[src/rtl/descrambler_ctrl.sv]
// Sequencing controller for the per-lane 66b descrambler: reset/enable/bypass drive, priming, valid qualification.
// Optional sync-header hi-BER monitor is built when DESCRAMBLER_CTRL_BER_MON_EN is defined.
module descrambler_ctrl #(
    parameter int LEN_CODED_BLOCK = 66,
    parameter int PRIME_BLOCKS    = 1,
    parameter int WINDOW_BLOCKS   = 1024,
    parameter int BER_THRESHOLD   = 16,
    parameter int NB_ERR_CNT      = 8
) (
    input  logic                  i_clock,
    input  logic                  i_reset,
    input  logic                  i_enable,
    input  logic                  i_block_lock,
    input  logic                  i_bypass_cfg,
    input  logic [1:0]            i_sync_header,
    output logic                  o_desc_reset,
    output logic                  o_desc_enable,
    output logic                  o_desc_bypass,
    output logic                  o_valid,
    output logic [1:0]            o_state,
    output logic                  o_hi_ber,
    output logic [NB_ERR_CNT-1:0] o_err_count
);

    typedef enum logic [1:0] {
        ST_IDLE  = 2'd0,
        ST_PRIME = 2'd1,
        ST_RUN   = 2'd2
    } state_t;

    localparam logic [3:0] PRIME_LAST = 4'(PRIME_BLOCKS - 1);

    state_t     r_state;
    state_t     w_state_next;
    logic [3:0] r_prime_cnt;
    logic [3:0] w_prime_cnt_next;
    logic       r_desc_reset;
    logic       r_desc_bypass;
    logic       r_valid;
    logic       w_run_blk;
    logic       w_ber_flush;

    assign w_run_blk = i_enable && (r_state == ST_RUN);

    always_comb begin
        w_state_next     = r_state;
        w_prime_cnt_next = r_prime_cnt;
        case (r_state)
            ST_IDLE: begin
                w_prime_cnt_next = '0;
                if (i_block_lock)
                    w_state_next = r_desc_bypass ? ST_RUN : ST_PRIME;
            end
            ST_PRIME: begin
                if (i_enable) begin
                    if (r_prime_cnt == PRIME_LAST) begin
                        w_state_next     = ST_RUN;
                        w_prime_cnt_next = '0;
                    end else begin
                        w_prime_cnt_next = r_prime_cnt + 4'd1;
                    end
                end
            end
            ST_RUN: begin
                w_state_next = ST_RUN;
            end
            default: begin
                w_state_next = ST_IDLE;
            end
        endcase
        // Lock loss and a hi-BER flush both dominate every other transition.
        if (!i_block_lock || w_ber_flush) begin
            w_state_next     = ST_IDLE;
            w_prime_cnt_next = '0;
        end
    end

    always_ff @(posedge i_clock) begin
        if (i_reset) begin
            r_state       <= ST_IDLE;
            r_prime_cnt   <= '0;
            r_desc_reset  <= 1'b1;
            r_desc_bypass <= 1'b0;
            r_valid       <= 1'b0;
        end else begin
            r_state      <= w_state_next;
            r_prime_cnt  <= w_prime_cnt_next;
            r_desc_reset <= (w_state_next == ST_IDLE);
            if (r_state == ST_IDLE)
                r_desc_bypass <= i_bypass_cfg;
            r_valid <= w_run_blk;
        end
    end

    assign o_desc_reset  = r_desc_reset;
    assign o_desc_enable = i_enable && (r_state != ST_IDLE);
    assign o_desc_bypass = r_desc_bypass;
    assign o_valid       = r_valid;
    assign o_state       = r_state;

`ifdef DESCRAMBLER_CTRL_BER_MON_EN
    localparam int                WIN_W    = $clog2(WINDOW_BLOCKS);
    localparam logic [WIN_W-1:0]  WIN_LAST = WIN_W'(WINDOW_BLOCKS - 1);

    logic [WIN_W-1:0]      r_win_cnt;
    logic [NB_ERR_CNT-1:0] r_err_cnt;
    logic [NB_ERR_CNT-1:0] w_err_sum;
    logic                  r_hi_ber;
    logic                  w_hdr_bad;
    logic                  w_win_end;

    assign w_hdr_bad = (i_sync_header == 2'b00) || (i_sync_header == 2'b11);
    // The current block's error is folded in before the threshold compare.
    assign w_err_sum = (w_hdr_bad && (r_err_cnt != {NB_ERR_CNT{1'b1}}))
                     ? r_err_cnt + NB_ERR_CNT'(1) : r_err_cnt;
    assign w_ber_flush = w_run_blk && (int'(w_err_sum) >= BER_THRESHOLD);
    assign w_win_end   = w_run_blk && (r_win_cnt == WIN_LAST);

    always_ff @(posedge i_clock) begin
        if (i_reset) begin
            r_win_cnt <= '0;
            r_err_cnt <= '0;
            r_hi_ber  <= 1'b0;
        end else if (w_ber_flush) begin
            r_win_cnt <= '0;
            r_err_cnt <= '0;
            r_hi_ber  <= 1'b1;
        end else if (w_state_next == ST_IDLE) begin
            r_win_cnt <= '0;
            r_err_cnt <= '0;
        end else if (w_win_end) begin
            r_win_cnt <= '0;
            r_err_cnt <= '0;
            r_hi_ber  <= 1'b0;
        end else if (w_run_blk) begin
            r_win_cnt <= r_win_cnt + WIN_W'(1);
            r_err_cnt <= w_err_sum;
        end
    end

    assign o_hi_ber    = r_hi_ber;
    assign o_err_count = r_err_cnt;
`else
    assign w_ber_flush = 1'b0;
    assign o_hi_ber    = 1'b0;
    assign o_err_count = '0;
`endif

endmodule

[config.mk]
export PLATFORM = sky130hd
export DESIGN_NAME = descrambler_ctrl
export DESIGN_NICKNAME = d
export VERILOG_FILES = /design/src/rtl/descrambler_ctrl.sv
export SDC_FILE = /design/constraint.sdc
export NUM_CORES = 1
export LEC_CHECK = 0
export CAP_MARGIN = 20
export CORE_AREA = 8 8 45 47
export DETAILED_ROUTE_END_ITERATION = 8
export DIE_AREA = 0 0 53 55
export PLACE_DENSITY = 0.83
export SETUP_SLACK_MARGIN = 0.3
export SLEW_MARGIN = 25
export SYNTH_ARGS = -nofsm -noshare
export SYNTH_HDL_FRONTEND = slang
export SYNTH_SLANG_ARGS = --single-unit
[constraint.sdc]
create_clock -name i_clock -period 1.7 [get_ports i_clock]
set_clock_uncertainty 0.05 [all_clocks]
set_input_delay 0.51 -clock i_clock [delete_from_list [all_inputs] [get_ports i_clock]]
set_output_delay 0.51 -clock i_clock [all_outputs]
set_load 0.02 [all_outputs]
-- After elaboration in Yosys (flattened, before gate mapping)
Cells that the tools add are included.
- register bits after elaboration: 9
- equal/unequal tests: 3
- bitwise logic cells: 1
- add/subtract/negate cells: 1
- reductions and logical operators: 9
- muxes and demuxes: 8
- operators by type and width (operator ; number):
    2-bit two-way mux ; 4
    4-bit two-way mux ; 2
    4-bit case mux with 2 select lines ; 1
    2-bit case mux with 3 select lines ; 1
    4-bit by 1-bit adder with 4-bit output, second input constant ; 1
    2-bit logical NOT ; 2
    4-bit logical NOT ; 1
    2-bit nonzero test ; 2
    2-bit by 1-bit equality test with 1-bit output, second input constant ; 1
    2-bit equality test, second input constant ; 1
    1-bit logical AND ; 2
    2-bit != test, second input constant ; 1
    2-bit AND reduction ; 1
    2-bit OR reduction ; 1
    1-bit inverter ; 1

-- Longest topological paths before layout
- word-level depth: 6
- mapped depth: 5
- mapped depth without buffers: 5

-- Worst setup path after synthesis
No wires, ideal clock.
- kind: register to output
- from: register r_state[1] (netlist: o_state[1])
- to: output port o_desc_enable
- data arrival time: 1.109 ns
- path slack: 0.031 ns
- required time: 1.140 ns
- cell stages (with the launch flop): 4
- cells stage by stage: dfxtp_1 clkbuf_1 nor2_1 nor2b_1
- cells in the longest elaborated chain, start to end: 2
- RTL lines (what ; line ; text):
    start: declaration ; 33 ; state_t r_state;
    start signal: assignment ; 86 ; r_state <= w_state_next;
    2-bit nonzero test ; 96 ; assign o_desc_enable = i_enable && (r_state != ST_IDLE);
    1-bit logical AND ; 96 ;
    end: declaration ; 17 ; output logic o_desc_enable,
No other way between the ends.

-- Worst setup path in the final report
- from: register r_state[0] (netlist: o_state[0])
- to: output port o_desc_enable
The elaborated chain is that of the path after synthesis.

==> summary.md <==
| Metric | Value |
|---|---|
| Status | `finished, final reports clean` |
| Fin. Hold Viols | `0` |
| DIE HEIGHT | `55 µm` |
| Via count | `440` |
| Dpl ws | `-566 ps` |
| DRC violations left | `0` |
| Synth Flop Type | `dfxtp_1` |
| Max-Cap Viols | `0` |
| Leakage | `roughly 0.0003 µW` |
| Mapped Cells | `57` |
| Ant. Diodes | `0` |
| Register bit total from synthesis | `9` |
| Crit path DAT | `just over 900 ps` |
| Area of the multi-input gates | `between 200 and 300 µm²` |
| Worst setup endpoint | `o_desc_enable` |
| R2R Setup Slk | `around 300 ps` |
| Clock root buffer | `clkbuf_4` |
| Synth Cell Area | `between 400 and 500 µm²` |
| Number of global-route vias before repair | `422` |
| # rows | `14` |
| Syn_area_per_cell | `between 8 and 9 µm²` |
| Die outline width | `~53 µm` |
| Critical Path End Type | `primary output` |
| Reg2reg end | `r_prime_cnt[0]$_SDFFE_PP0P_` |
| Worst R2R Path Depth | `5` |
| Worst-path clk slew | `~60 ps` |
| RSZ-0062 raised after global routing | `yes` |
| Pre-antenna DRT Iters | `4` |
| Post-DP HPWL | `around 860 µm` |
| Crit Reg-Reg Startpoint | `o_state[1]$_SDFF_PP0_` |
| Setup violators final | `0` |
| WL final | `roughly 1200 µm` |
| Port Buffer Count | `10` |
| Cell area power density | `between 700 and 800 nW/µm²` |
| GR Overflow Total | `0` |
| GPL Wtd Cong | `roughly 0.72` |
| Area after DPL | `613 µm²` |
| Crit path kind | `flip-flop to primary output` |
| CTS buffer count | `3` |
| Largest net degree at the start of global routing | `10` |
| Final Critical Period | `about 1500 ps` |
| Nets@finish | `87` |
| Fillers | `136` |
| Initial core utilization | `35.8%` |
| Achievable frequency | `0.679 GHz` |
| Seq/Total Area, Yosys | `~36%` |
| Worst ir drop on vdd | `roughly 0.35 mV` |
| Max FO, Critical Path | `3` |
| Full die area | `a little under 3000 µm²` |
| Tcrit/Tclk final | `86.6%` |
| Slew Limit Fails | `0` |
| Post-layout instance area | `709 µm²` |
| Routed Antenna Nets | `0` |
| Final Non-Filler Cells | `93` |
| Worst min-delay path category | `flip-flop to flip-flop` |
| Longest Clk Path Bufs | `2` |
| Post-synth EDFFs | `0` |
| Sequential cell area | `between 150 and 200 µm²` |
| Via-to-Cell Ratio | `4.73` |
| TritonCTS clock tree | `built` |
| Hold path cells | `2` |
| Layout area overhead | `43.2%` |
| Post-placement cell count | `86` |
| CTS Hold Bufs | `0` |
| I/O pin cnt | `22` |
| Routed WL per cell | `12.7 µm` |
| Clock insertion delay at the later pin of the skew report | `around 260 ps` |
| H-tree depth | `1` |
| Crit path launch | `o_state[0]$_SDFF_PP0_` |
| Ys Warns | `0` |
| Core area | `1380 µm²` |
| GRT Util Overall | `under 10%` |
| Clock Sinks | `9` |
| First DRT Iteration DRCs | `12` |
| Final worst setup slack | `228 ps` |
| Asr flop ratio synth | `0%` |
| Nature of the critical path startpoint | `flip-flop` |
| Crit path required time | `~1100 ps` |
| Share of layout cells above drive strength 1 | `around 40%` |
| Post-synth cell types | `26` |
| Min Hold Slack | `448 ps` |
| First-pass GRT wire length | `~1800 µm` |
| Antenna violations before repair | `0` |
==> stage by stage <==
step                      power (µW)  utilization (%)  TNS (ps)
final                            499             51.3         0
after floorplan                  297                -         0
after detailed placement         319             44.3     -1250
after global placement           317             44.3      -964
after global routing             524             51.3         0
after CTS                        498             49.9         0
==> cells in the final DEF (no fill, tap or decap) <==
master           instances
a2111oi_4                1
a21boi_0                 1
a21o_1                   1
a21oi_1                  5
a31oi_1                  1
and3_1                   1
and3b_2                  1
and4bb_2                 1
buf_2                    3
buf_4                    7
buf_6                    6
clkbuf_1                 1
clkbuf_4                 3
clkdlybuf4s50_1          3
conb_1                   9
dfxtp_1                  4
dfxtp_2                  4
dfxtp_4                  1
ha_1                     2
inv_1                    3
nand2_1                  4
nand2b_4                 1
nand3_1                  1
nand4_1                  1
nand4bb_1                1
nor2_4                   1
nor2b_1                  1
nor2b_4                  1
nor3b_2                  1
o21ai_0                  5
or3b_1                   1
or4_1                    1
==> critical path: stages, from the launching register on <==
cell	delay, ps
dfxtp_2	350
nor2_4	140
nor2b_4	50
buf_6	120
==> registers in the layout, summed over array words and instances (netlist names) <==
signal	count
r_prime_cnt	4
o_desc_bypass	1
o_state	2
o_desc_reset	1
o_valid	1
==> power by group <==
| part | switching, µW | internal, µW | total [µW] |
|---|---|---|---|
| combinational | 60.0 | 48.6 | 109 |
| clock | 74.4 | 90.5 | 165 |
| sequential | 7.74 | 217 | 225 |
| total | 142 | 356 | 499 |
==> worst min path at each step <==
| stage | from | endpoint | slack, ps |
|---|---|---|---|
| 2_1_floorplan | r_prime_cnt[3]$_SDFFE_PP0P_ | r_prime_cnt[3]$_SDFFE_PP0P_ | 420 |
| 3_3_place_gp | r_prime_cnt[3]$_SDFFE_PP0P_ | r_prime_cnt[3]$_SDFFE_PP0P_ | 430 |
| 3_5_place_dp | r_prime_cnt[3]$_SDFFE_PP0P_ | r_prime_cnt[3]$_SDFFE_PP0P_ | 440 |
| 4_1_cts | r_prime_cnt[1]$_SDFFE_PP0P_ | r_prime_cnt[1]$_SDFFE_PP0P_ | 440 |
| 5_1_grt | r_prime_cnt[1]$_SDFFE_PP0P_ | r_prime_cnt[1]$_SDFFE_PP0P_ | 460 |
| 6_report | r_prime_cnt[1]$_SDFFE_PP0P_ | r_prime_cnt[1]$_SDFFE_PP0P_ | 450 |
==> routing by layer <==
metal  routed length, µm  GRT usage, %  up-vias  part of all wire (%)
met2                 636          13.5       15                    54
met3                  75          3.21        0                   6.4
met4                   0          4.31        0                     0
met5                   0             0        -                     0
met1                 468          9.49      205                    40
li1                    -             -      220                     -
==> synthesized netlist by cell type (2+ instances only) <==
| cell | n | area share, % |
|---|---|---|
| a21oi_1 | 5 | 5.0 |
| buf_4 | 9 | 14 |
| dfxtp_1 | 9 | 36 |
| ha_1 | 2 | 5.0 |
| inv_1 | 3 | 2.3 |
| nand2_1 | 4 | 3.0 |
| nor2b_1 | 2 | 2.5 |
| o21ai_0 | 5 | 5.0 |
==> what timing repair did <==
action                     4_1_cts  5_1_grt
setup buffers                    2        1
pin swaps                        2        3
setup endpoints to repair       12       10
gates resized for setup         42        8
==> cell type report <==
cell class / instances / area share, %
inverter: 3 / 1.59
tap: 16 / 2.82
clock buffer: 4 / 3.70
multi-input combinational: 42 / 42.0
sequential: 9 / 26.6
timing repair buffer: 19 / 23.3
==> kinds of logic after synthesis <==
family,Yosys count,share of synthesized area (%)
buffers and inverters,14,18.9
adders and majority gates,2,5.05
AOI/OAI and AO/OA,14,16.2
other,1,0.757
and+or+nand+nor,17,22.7
DFF,9,36.4
Note: power is estimated with default switching activity, not from simulation.
